===== config.mk =====
export PLATFORM = sky130hd
export DESIGN_NAME = act_mem_readout_streamer_flat
export DESIGN_NICKNAME = d
export VERILOG_FILES = /design/src/rtl/act_mem_readout_streamer_if.sv /design/src/rtl/act_mem_readout_streamer.sv /design/src/flat_wrapper.sv
export SDC_FILE = /design/constraint.sdc
export NUM_CORES = 1
export LEC_CHECK = 0
export BUFFER_PORTS_ARGS = -buffer_cell sky130_fd_sc_hd__buf_2
export CELL_PAD_IN_SITES_DETAIL_PLACEMENT = 1
export CELL_PAD_IN_SITES_GLOBAL_PLACEMENT = 1
export CORE_MARGIN = 1.5
export CORE_UTILIZATION = 42
export DETAILED_ROUTE_END_ITERATION = 10
export GPL_TIMING_DRIVEN = 0
export PLACE_DENSITY_LB_ADDON = 0.15
export SLEW_MARGIN = 10
export SYNTH_ARGS = -nofsm -noshare
export SYNTH_HDL_FRONTEND = slang
export SYNTH_SLANG_ARGS = --single-unit

===== constraint.sdc =====
create_clock -name clk -period 3.15 [get_ports clk]
set_input_delay 0 -clock clk [delete_from_list [all_inputs] [get_ports clk]]
set_output_delay 0 -clock clk [all_outputs]
set_load 0.03 [all_outputs]

===== src/rtl/act_mem_readout_streamer_if.sv =====
// Output word stream of the activation-memory readout path: valid/ready handshake
// carrying one packed activation row per beat, with a last-word marker.
interface act_mem_readout_streamer_if #(
  parameter int DW = 32
) ();
  logic          out_valid;
  logic          out_ready;
  logic [DW-1:0] out_data;
  logic          out_last;

  modport master (output out_valid, output out_data, output out_last, input out_ready);
  modport slave  (input out_valid, input out_data, input out_last, output out_ready);
endinterface


===== src/rtl/act_mem_readout_streamer.sv =====
// Reads a contiguous run of activation-memory rows and streams them out one row per
// word, absorbing the 1-cycle SRAM latency with a 2-entry buffer and read credits.
module act_mem_readout_streamer #(
  parameter int N_DIM_ARRAY = 4,
  parameter int DATA_WIDTH  = 8,
  parameter int ROW_ADDR_W  = 13,
  parameter int LEN_W       = 14
) (
  input  logic                              clk,
  input  logic                              reset,
  input  logic                              start,
  input  logic [ROW_ADDR_W-1:0]             base_row,
  input  logic [LEN_W-1:0]                  length,
  output logic                              busy,
  output logic                              done,
  output logic                              mem_req,
  output logic [ROW_ADDR_W-1:0]             mem_addr,
  input  logic [N_DIM_ARRAY*DATA_WIDTH-1:0] mem_rdata,
  act_mem_readout_streamer_if.master        stream
);

  localparam int WORD_W = N_DIM_ARRAY * DATA_WIDTH;

  typedef enum logic [1:0] {IDLE, RUN, DRAIN, DONE} state_t;

  state_t                state, state_nxt;
  logic [ROW_ADDR_W-1:0] rd_addr;
  logic [LEN_W-1:0]      issue_cnt;
  logic [LEN_W-1:0]      pop_cnt;
  logic                  inflight;
  logic [WORD_W-1:0]     fifo_mem [2];
  logic                  wr_ptr;
  logic                  rd_ptr;
  logic [1:0]            fifo_count;
  logic                  pop;
  logic [2:0]            credit_used;

  assign pop         = stream.out_valid & stream.out_ready;
  // A slot is committed from the moment its read is issued, not when data lands.
  assign credit_used = {1'b0, fifo_count} + {2'b00, inflight};

  // NOTE: every signal driven here gets a default first, so no path leaves it unassigned and no latch is inferred.
  always_comb begin
    state_nxt = state;
    mem_req   = 1'b0;
    unique case (state)
      IDLE: begin
        if (start) state_nxt = (length == '0) ? DONE : RUN;
      end
      RUN: begin
        mem_req = (issue_cnt != '0) && (credit_used < 3'd2 + {2'b00, pop});
        if (mem_req && issue_cnt == LEN_W'(1)) state_nxt = DRAIN;
      end
      DRAIN: begin
        if (pop && pop_cnt == LEN_W'(1)) state_nxt = DONE;
      end
      DONE: begin
        state_nxt = IDLE;
      end
      default: state_nxt = IDLE;
    endcase
  end

  assign busy     = (state != IDLE);
  assign done     = (state == DONE);
  assign mem_addr = rd_addr;

  assign stream.out_valid = (fifo_count != 2'd0);
  assign stream.out_data  = stream.out_valid ? fifo_mem[rd_ptr] : '0;
  assign stream.out_last  = stream.out_valid && (pop_cnt == LEN_W'(1));

  // NOTE: state registers use non-blocking assignments so every flop samples pre-edge values.
  always_ff @(posedge clk) begin
    if (reset) begin
      state      <= IDLE;
      rd_addr    <= '0;
      issue_cnt  <= '0;
      pop_cnt    <= '0;
      inflight   <= 1'b0;
      wr_ptr     <= 1'b0;
      rd_ptr     <= 1'b0;
      fifo_count <= 2'd0;
    end else begin
      state    <= state_nxt;
      inflight <= mem_req;

      if (state == IDLE && start && length != '0) begin
        rd_addr   <= base_row;
        issue_cnt <= length;
        pop_cnt   <= length;
      end

      // Row address wraps naturally at 2^ROW_ADDR_W.
      if (mem_req) begin
        rd_addr   <= rd_addr + ROW_ADDR_W'(1);
        issue_cnt <= issue_cnt - LEN_W'(1);
      end

      if (inflight) wr_ptr <= ~wr_ptr;
      if (pop) begin
        rd_ptr  <= ~rd_ptr;
        pop_cnt <= pop_cnt - LEN_W'(1);
      end

      fifo_count <= fifo_count + {1'b0, inflight} - {1'b0, pop};
    end
  end

  // NOTE: buffer storage has no reset; out_data is masked while empty, so stale entries are never visible.
  always_ff @(posedge clk) begin
    if (inflight) fifo_mem[wr_ptr] <= mem_rdata;
  end

endmodule


===== src/flat_wrapper.sv =====
// flat-port wrapper written by rule: the top's interface ports become plain ports
module act_mem_readout_streamer_flat 
#(
  parameter int N_DIM_ARRAY = 4,
  parameter int DATA_WIDTH  = 8,
  parameter int ROW_ADDR_W  = 13,
  parameter int LEN_W       = 14
)
  (clk, reset, start, base_row, length, busy, done, mem_req, mem_addr, mem_rdata, stream_out_valid, stream_out_data, stream_out_last, stream_out_ready);
  act_mem_readout_streamer_if #(.DW(32)) stream_i ();
  input  logic clk;
  input  logic reset;
  input  logic start;
  input  logic [ROW_ADDR_W-1:0] base_row;
  input  logic [LEN_W-1:0] length;
  output logic busy;
  output logic done;
  output logic mem_req;
  output logic [ROW_ADDR_W-1:0] mem_addr;
  input  logic [N_DIM_ARRAY*DATA_WIDTH-1:0] mem_rdata;
  output wire logic [$bits(stream_i.out_valid)-1:0] stream_out_valid;
  output wire logic [$bits(stream_i.out_data)-1:0] stream_out_data;
  output wire logic [$bits(stream_i.out_last)-1:0] stream_out_last;
  input wire logic [$bits(stream_i.out_ready)-1:0] stream_out_ready;
  assign stream_out_valid = stream_i.out_valid;
  assign stream_out_data = stream_i.out_data;
  assign stream_out_last = stream_i.out_last;
  assign stream_i.out_ready = stream_out_ready;
  act_mem_readout_streamer #(.N_DIM_ARRAY(N_DIM_ARRAY), .DATA_WIDTH(DATA_WIDTH), .ROW_ADDR_W(ROW_ADDR_W), .LEN_W(LEN_W)) u_core (.clk(clk), .reset(reset), .start(start), .base_row(base_row), .length(length), .busy(busy), .done(done), .mem_req(mem_req), .mem_addr(mem_addr), .mem_rdata(mem_rdata), .stream(stream_i));
endmodule

==> reports/results.tsv, run 1 <==
metric	value	unit
finalHoldViolCount	0	
fin_cells	837	
clk_transition_reported_paths	0.05	ns
cp_data_required_time	3.43	ns
syn_area_per_cell	10.6	sq um
port_buffers	112	
clkPwrFrac	27.4	%
hold_start	stream_out_ready	
p_per_area	1000	nW/um^2
dp.cells	747	
seqPwrFrac	30.2	%
yosys.area.top_type_share	37.1	%
pre_cts_slack	0.397	ns
crit_start	u_core.issue_cnt[8]	
clock_skew	0.00506	ns
start_util	43.2	%
route.detailed.drc	0	
chipHeight	114	um
cts_root_buf	clkbuf_16	
tritoncts	done	
grt_pass1_vias	4813	
num_vias	4631	
area_growth	38.2	%
h-tree-depth	4	
antenna_found_initial	0	
internal_power	0.00422	W
fillCellCount	1336	
fin_setup_tns	0	ns
die-area	13000	sq um
n_antenna_cell	0	
overflow	0	
synth_cells	487	
synth_cell_types	55	
synth_warnings	0	
critPathMaxFanout	10	
swShare	41.1	%
cts_made_buffers	17	
worstPathArrival	3.35	ns
reg2regPathDepth	8	
max_cap_violations	0	
ant_nets	0	
p_sw	0.00294	W
die_w	114	um
hold_class	in -> reg	
drt_iter0_markers	336	
setup_violations	0	
ys_seq_area_share	56.0	%
cts_max_path_buffers	2	
cts_sinks	113	
finalCriticalPeriod	3.08	ns
grt_pass1_wl	24700	um
synth-seq-cells	113	
regToRegEndpoint	u_core.mem_addr[11]	
wire_per_inst	18.7	um
tightest_slew	0.924	ns
synth_area_leaders	edfxtp_1, dfxtp_1, mux2i_1, nor2_1, a21oi_1	
worstSetupEndpointType	flop	
hold_depth	4	
fmax	325	MHz
power_leakage	2.79	nW
placed_area	5960	sq um
drt_wl_total	15600	um
postCtsSetupRepairBufs	0	
p_comb_share	42.4	%
yosysTopAreaCell	edfxtp_1	
period_share	97.7	%
rows	40	
path_class	reg -> reg	
first_pass_iters	5	
r2r-start	u_core.issue_cnt[8]	
crit_path_start_kind	flop	
clkLatencyLatePin	0.41	ns
drive_gt1_share	23.5	%
final_max_slew_viol_count	0	
viasPerCell	5.53	
hold_end	u_core.pop_cnt[0]	
postLayoutCellArea	7160	sq um
maxSlewHeadroom	37.9	%
grt_max_degree	33	
grt.total_usage	24.9	%
whs	0.0593	ns
peakVddDrop	0.000449	V
outcome	finished clean	
core_area	12000	sq um
io_pins	113	
r2r_slack	0.07	ns
hpwl	10100	um
setup_ws	0.0732	ns
synth_nets	564	
gp_congestion	0.883	
nets	755	
synthesis.area	5180	sq um
## cell families (layout without fill, tap and decap cells)
kind of cell	after synthesis	in the layout	share of synthesized area, %
compound gates	114	114	14.2
mux	32	32	6.18
buf+inv	39	242	3.26
xor+xnor	4	4	0.676
flops	113	113	56.0
simple gates	171	171	16.3
fa+ha+maj	14	14	3.38
## state kept, by name (all words and copies together), names as in the netlist, named ones only
signal and count:
u_core.inflight 1, u_core.pop_cnt 14, u_core.mem_addr 13, u_core.wr_ptr 1, u_core.fifo_count 2, u_core.fifo_mem 64
u_core.state 2, u_core.rd_ptr 1, u_core.issue_cnt 14
## final cells by class
type	count	area (sq um)	area share, %
Inverter	17	63.8	0.891
Tap cell	147	184	2.57
Buffer	22	109	1.52
Clock inverter	13	169	2.36
Sequential cell	113	2900	40.5
Multi-Input combinational cell	335	2130	29.8
Timing Repair Buffer	172	1170	16.4
Clock buffer	18	429	5.99
## layout by cell type (no fill, tap or decap), types with 6 or more instances in the layout
cell	Yosys	routed
nor4_1	11	11
a21oi_1	42	42
buf_2	3	115
inv_1	15	15
o311ai_0	6	6
a211oi_1	10	10
nand3_1	18	18
clkbuf_1	11	12
dlygate4sd3_1	0	59
nor3_1	12	12
clkbuf_16	0	17
o21ai_1	11	10
ha_1	14	14
edfxtp_1	64	64
o21ai_0	9	9
dfxtp_1	49	49
a31oi_1	8	8
nand2_1	21	21
nor2_1	72	71
mux2i_1	32	32
## stage by stage
step / power [W] / utilization, %
6_report: 0.00716 / 59.6
5_1_grt: 0.00758 / 59.6
4_1_cts: 0.00714 / 59.5
3_5_place_dp: 0.00508 / 49.6
3_3_place_gp: 0.00496 / 49.4
2_1_floorplan: 0.00422 / -
## worst max-delay path by stage
stage / to / slack (ns)
global placement: u_core.fifo_mem[0][2] / 0.17
CTS: u_core.mem_addr[11] / 0.06
global route: u_core.mem_addr[11] / -0.006
finish: u_core.mem_addr[11] / 0.07
detailed placement: u_core.pop_cnt[10] / 0.40
floorplan: u_core.mem_addr[8] / 0.82
## worst max-delay path, stage by stage (launching register included)
cell,delay (ns)
dfxtp_1,0.37
or4_4,0.57
or4_4,0.47
o211ai_4,0.29
buf_6,0.20
nand2_2,0.17
o21bai_1,0.22
dlygate4sd3_1,0.59
a311oi_1,0.06
## per-layer routing
layer / up-vias / GRT usage [%] / share of wire (%)
li1: 2215 / - / -
met1: 2288 / 29.1 / 43
met2: 117 / 45.1 / 52
met3: 11 / 5.35 / 4.0
met4: 0 / 8.92 / 1.0
met5: - / 0 / 0
## cells in the mapped netlist (all sizes together)
library cell / instances
ha: 14
o211ai: 6
clkbuf: 11
a2bb2oi: 1
nor2: 74
nor3: 12
nand3b: 4
nand2b: 1
or3: 2
mux2i: 32
and3: 5
a221oi: 4
nand4b: 1
xnor2: 3
nand3: 18
dfxtp: 49
nand4: 2
nor4: 13
nor4bb: 1
a22oi: 2
a211oi: 10
o311ai: 6
or4: 2
a21oi: 42
edfxtp: 64
inv: 17
nor3b: 2
and4: 2
buf: 11
nand2: 22
a311oi: 4
nor2b: 4
a32oi: 5
xor2: 1
a22o: 1
o21bai: 1
o221a: 1
and2: 6
a31oi: 8
o21ai: 20
o41ai: 1
a41oi: 1
o2111ai: 1
## power by group through the flow
stage                     clock network (W)  registers (W)  logic (W)
after floorplan                           0        0.00220    0.00201
after global placement                    0        0.00216    0.00280
after detailed placement                  0        0.00217    0.00290
after CTS                           0.00199        0.00216    0.00300
after global routing                0.00206        0.00220    0.00332
final                               0.00196        0.00216    0.00304
## timing repair
action | in CTS | in global routing
gates resized for setup | 0 | 3
endpoints found under the setup margin | 0 | 1
endpoints found under the hold margin | 102 | 0
hold buffers | 59 | 0
Note: power is estimated with default switching activity, not from simulation.
==> run 2, diff against run 1 <==
--- a/config.mk
+++ b/config.mk
@@ -9,7 +9,8 @@
 export CELL_PAD_IN_SITES_DETAIL_PLACEMENT = 1
 export CELL_PAD_IN_SITES_GLOBAL_PLACEMENT = 1
 export CORE_MARGIN = 1.5
-export CORE_UTILIZATION = 42
+export CORE_UTILIZATION = 44
+export CTS_BUF_LIST = sky130_fd_sc_hd__clkbuf_8
 export DETAILED_ROUTE_END_ITERATION = 10
 export GPL_TIMING_DRIVEN = 0
 export PLACE_DENSITY_LB_ADDON = 0.15
==> reports/results.tsv, run 2 (same netlist as run 1, synthesis figures left out) <==
metric	value	unit
hold_start	length[1]	
period_share	95.9	%
grt_pass1_vias	4654	
core_area	11500	sq um
start_util	45.2	%
setup_violations	0	
n_antenna_cell	0	
clkPwrFrac	20.0	%
chipHeight	112	um
cts_max_path_buffers	2	
max_cap_violations	0	
tightest_slew	0.943	ns
viasPerCell	5.50	
fillCellCount	1288	
crit_path_start_kind	flop	
hold_class	in -> reg	
r2r_slack	0.13	ns
worstPathArrival	3.30	ns
top_register	u_core.fifo_mem	
final-seq-area	2900	sq um
final_common_cell	buf_2	
fin_util	60.5	%
largest_reg_flops	64	
p_comb_share	46.7	%
cts_made_buffers	17	
antenna_found_initial	0	
route.detailed.drc	0	
rows	39	
power_leakage	2.69	nW
grt_max_degree	33	
cts_root_buf	clkbuf_8	
worstSetupEndpointType	flop	
path_class	reg -> reg	
fmax	331	MHz
clk_transition_reported_paths	0.07	ns
outcome	finished clean	
rsz0062_at_grt	no	
cts_sinks	113	
drt_wl_total	14900	um
seqPwrFrac	33.3	%
hpwl	10200	um
swShare	44.3	%
ant_nets	0	
drive_gt1_share	23.6	%
first_pass_iters	4	
num_vias	4583	
port_buffers	112	
layout_common_cells	buf_2, nor2_1, edfxtp_1	
reg2regPathDepth	8	
internal_power	0.00361	W
hold_end	u_core.pop_cnt[1]	
total_power	0.00649	W
gp_congestion	0.856	
peakVddDrop	0.000407	V
clock_skew	0.0122	ns
fin_cells	834	
dp.cells	743	
io_pins	113	
die_w	112	um
whs	0.0537	ns
reg_top3	u_core.fifo_mem x64, u_core.issue_cnt x14, u_core.pop_cnt x14	
drt_iter0_markers	232	
p_per_area	935	nW/um^2
maxSlewHeadroom	36.6	%
p_sw	0.00287	W
grt_pass1_wl	23800	um
grt.total_usage	24.4	%
area_growth	33.9	%
wire_per_inst	17.9	um
h-tree-depth	4	
die-area	12400	sq um
clkLatencyLatePin	0.42	ns
final_max_slew_viol_count	0	
finalCriticalPeriod	3.02	ns
finalHoldViolCount	0	
tritoncts	done	
hold_depth	3	
nets	755	
fin_setup_tns	0	ns
r2r-start	u_core.issue_cnt[8]	
critPathMaxFanout	10	
overflow	0	
cp_data_required_time	3.43	ns
regToRegEndpoint	u_core.mem_addr[11]	
multiInputGateArea	2130	sq um
==> run 2: changes by cell type in the layout (fill, tap and decap cells not counted) <==
cell,change
buf_12,-1
bufinv_16,-2
inv_6,+1
clkbuf_8,+17
o21ai_2,-1
clkbuf_16,-17
clkbuf_1,-1
clkinv_4,+3
o21ai_1,+1
buf_16,+1
==> run 2: power by group through the flow <==
| stage | registers (W) | clock network [W] | logic (W) |
|---|---|---|---|
| 5_1_grt | 0.00220 | 0.00139 | 0.00329 |
| 6_report | 0.00216 | 0.00130 | 0.00303 |
| 4_1_cts | 0.00215 | 0.00132 | 0.00299 |
| 3_3_place_gp | 0.00216 | 0 | 0.00280 |
| 2_1_floorplan | 0.00220 | 0 | 0.00201 |
| 3_5_place_dp | 0.00218 | 0 | 0.00292 |
==> run 2: stage by stage <==
step	cell area [sq um]	setup WS, ns
final	6940	0.128
after detailed placement	5960	0.397
after global routing	6940	0.0421
after CTS	6930	0.0669
after global placement	5920	0.198
after floorplan	5180	0.820
==> run 2: how the worst max path moves through the flow <==
stage	start	to	slack [ns]	cells past startpoint
floorplan	u_core.issue_cnt[8]	u_core.mem_addr[8]	0.82	8
global placement	u_core.inflight	u_core.fifo_mem[0][4]	0.20	2
detailed placement	u_core.state[0]	u_core.pop_cnt[10]	0.40	9
CTS	u_core.issue_cnt[8]	u_core.mem_addr[11]	0.07	8
global route	u_core.issue_cnt[8]	u_core.mem_addr[11]	0.04	8
finish	u_core.issue_cnt[8]	u_core.mem_addr[11]	0.13	8
==> run 2: layout make-up <==
cell class              count  share of cell area (%)
plain buffers              22                    1.57
clock buffers              17                    3.37
clock inverters            15                    2.07
inverters                  17                   0.919
multi-input cells         335                    30.7
flip-flops and latches    113                    41.8
well taps                 143                    2.58
repair buffers            172                    17.0
==> run 2: worst max-delay path, cell delays in order (launching register included) <==
cell           delay (ns)
dfxtp_1              0.38
or4_4                0.58
or4_4                0.46
o211ai_4             0.29
buf_6                0.20
nand2_2              0.17
o21bai_1             0.19
dlygate4sd3_1        0.57
a311oi_1             0.04
==> run 2: what timing repair did <==
action / CTS / global route
setup endpoints to repair: 0 / 1
hold endpoints to repair: 103 / 0
setup buffers: 0 / 0
gates resized for setup: 0 / 2
hold buffers: 59 / 0
==> run 2: per-layer routing <==
metal | GRT usage, % | share of wire, % | up-vias
li1 | - | - | 2211
met1 | 30.6 | 44 | 2238
met2 | 42.6 | 51 | 122
met4 | 7.93 | 1.2 | 0
met5 | 0 | 0 | -
met3 | 4.41 | 3.6 | 12
==> run 3, diff against run 2 <==
--- a/config.mk
+++ b/config.mk
@@ -6,13 +6,12 @@
 export NUM_CORES = 1
 export LEC_CHECK = 0
 export BUFFER_PORTS_ARGS = -buffer_cell sky130_fd_sc_hd__buf_2
-export CELL_PAD_IN_SITES_DETAIL_PLACEMENT = 1
-export CELL_PAD_IN_SITES_GLOBAL_PLACEMENT = 1
 export CORE_MARGIN = 1.5
-export CORE_UTILIZATION = 44
-export CTS_BUF_LIST = sky130_fd_sc_hd__clkbuf_8
+export CORE_UTILIZATION = 54
+export CTS_BUF_LIST = sky130_fd_sc_hd__clkbuf_16
 export DETAILED_ROUTE_END_ITERATION = 10
 export GPL_TIMING_DRIVEN = 0
+export HOLD_SLACK_MARGIN = 0.15
 export PLACE_DENSITY_LB_ADDON = 0.15
 export SLEW_MARGIN = 10
 export SYNTH_ARGS = -nofsm -noshare
==> reports/results.tsv, run 3 (same netlist as run 1, synthesis figures left out) <==
metric	value	unit
fin_setup_tns	0	ns
dp.cells	729	
crit_path_start_kind	flop	
cp_common_cell	or4_4	
fmax	332	MHz
drt_iter0_markers	231	
worstSetupEndpointType	flop	
largest_reg_flops	64	
rsz0062_at_grt	no	
final_max_slew_viol_count	0	
core_area	9280	sq um
setup_violations	0	
first_pass_iters	4	
cts_made_buffers	17	
max_cap_violations	0	
grt_max_degree	33	
tightest_slew	0.894	ns
postCtsSetupRepairBufs	0	
layout_common_cells	buf_2, nor2_1, edfxtp_1	
top_register	u_core.fifo_mem	
viasPerCell	5.66	
gp_congestion	0.878	
r2r_slack	0.14	ns
maxSlewHeadroom	39.9	%
power_leakage	2.83	nW
die_w	101	um
cp_data_required_time	3.42	ns
reg_top3	u_core.fifo_mem x64, u_core.issue_cnt x14, u_core.pop_cnt x14	
drive_gt1_share	23.8	%
start_util	55.8	%
ant_nets	0	
grt_pass1_wl	21700	um
wire_per_inst	16.9	um
reg2regPathDepth	8	
finalHoldViolCount	0	
antenna_found_initial	0	
n_antenna_cell	0	
cp_slowest_cell	or4_4	
nets	757	
hpwl	8670	um
period_share	95.7	%
drt_wl_total	13900	um
critPathMaxFanout	10	
tritoncts	done	
final_common_cell	buf_2	
p_per_area	1010	nW/um^2
path_cells	or4_4 > or4_4 > o211ai_4 > buf_4 > nand2_4 > o21bai_1 > dlygate4sd3_1 > a311oi_1	
outcome	finished clean	
cts_max_path_buffers	2	
path_class	reg -> reg	
fin_cells	822	
cts_root_buf	clkbuf_16	
port_buffers	112	
hold_depth	3	
h-tree-depth	4	
area_growth	39.2	%
io_pins	113	
clock_skew	0.00868	ns
chipHeight	101	um
grt.total_usage	27.7	%
grt_pass1_vias	4617	
route.detailed.drc	0	
cts_sinks	113	
rows	35	
num_vias	4656	
die-area	10200	sq um
overflow	0	
clkLatencyLatePin	0.40	ns
finalCriticalPeriod	3.01	ns
hold_class	in -> reg	
worstPathArrival	3.29	ns
peakVddDrop	0.000644	V
clk_transition_reported_paths	0.06	ns
crit_path_max_incr_delay	0.58	ns
## run 3: changes by cell type in the layout (fill, tap and decap cells not counted), moves of 2 or more
| cell | delta |
|---|---|
| bufinv_16 | +3 |
| clkbuf_16 | +17 |
| clkbuf_8 | -17 |
| clkinv_1 | -3 |
| clkinv_2 | -3 |
| dlygate4sd3_1 | +2 |
| inv_6 | +2 |
## run 3: path summary, 6_finish.rpt
path                                           from                   to
worst min register to register   u_core.pop_cnt[10]   u_core.pop_cnt[10]
worst min-delay path                          reset    u_core.pop_cnt[5]
worst max-delay path            u_core.issue_cnt[8]  u_core.mem_addr[11]
worst max register to register  u_core.issue_cnt[8]  u_core.mem_addr[11]
## run 3: cell type report
| type | count | area, sq um |
|---|---|---|
| inverters | 17 | 63.8 |
| repair buffers | 174 | 1190 |
| flip-flops and latches | 113 | 2900 |
| multi-input cells | 335 | 2130 |
| plain buffers | 22 | 105 |
| clock inverters | 15 | 233 |
| fillers | 630 | 2070 |
| well taps | 129 | 161 |
| clock buffers | 17 | 425 |
## run 3: power by group
part / total, W / switching [W] / internal [W]
sequential: 0.00215 / 0.000259 / 0.00190
combinational: 0.00299 / 0.00196 / 0.00102
clock: 0.00213 / 0.000716 / 0.00142
total: 0.00727 / 0.00294 / 0.00433
## run 3: timing repair
| item | CTS | global route |
|---|---|---|
| hold endpoints to repair | 105 | 0 |
| setup endpoints to repair | 0 | 1 |
| hold buffers | 61 | 0 |
| gates resized for setup | 0 | 2 |
## run 3: metal layers
layer	part of all wire, %	GRT usage (%)
met2	52	49.5
met3	5.8	6.87
met1	41	32.4
met4	1.7	9.72
met5	0	0
## run 3: per-stage QoR
| stage | power [W] | setup WS, ns | util, % | hold slack, ns | area [sq um] |
|---|---|---|---|---|---|
| after floorplan | 0.00422 | 0.820 | - | 0.0989 | 5180 |
| after CTS | 0.00720 | 0.103 | 77.6 | 0.170 | 7200 |
| after detailed placement | 0.00498 | 0.458 | 63.9 | 0.191 | 5930 |
| after global placement | 0.00489 | 0.267 | 63.6 | 0.187 | 5910 |
| final | 0.00727 | 0.135 | 77.7 | 0.183 | 7220 |
| after global routing | 0.00765 | 0.0288 | 77.7 | 0.208 | 7220 |
## run 3: worst max-delay path: cells and delay by family (launching register included)
| family | cells | cell delay (ns) |
|---|---|---|
| AND/OR/NAND/NOR | 3 | 1.16 |
| flip-flops | 1 | 0.37 |
| buffers and inverters | 2 | 0.81 |
| AO/OA/AOI/OAI | 3 | 0.53 |
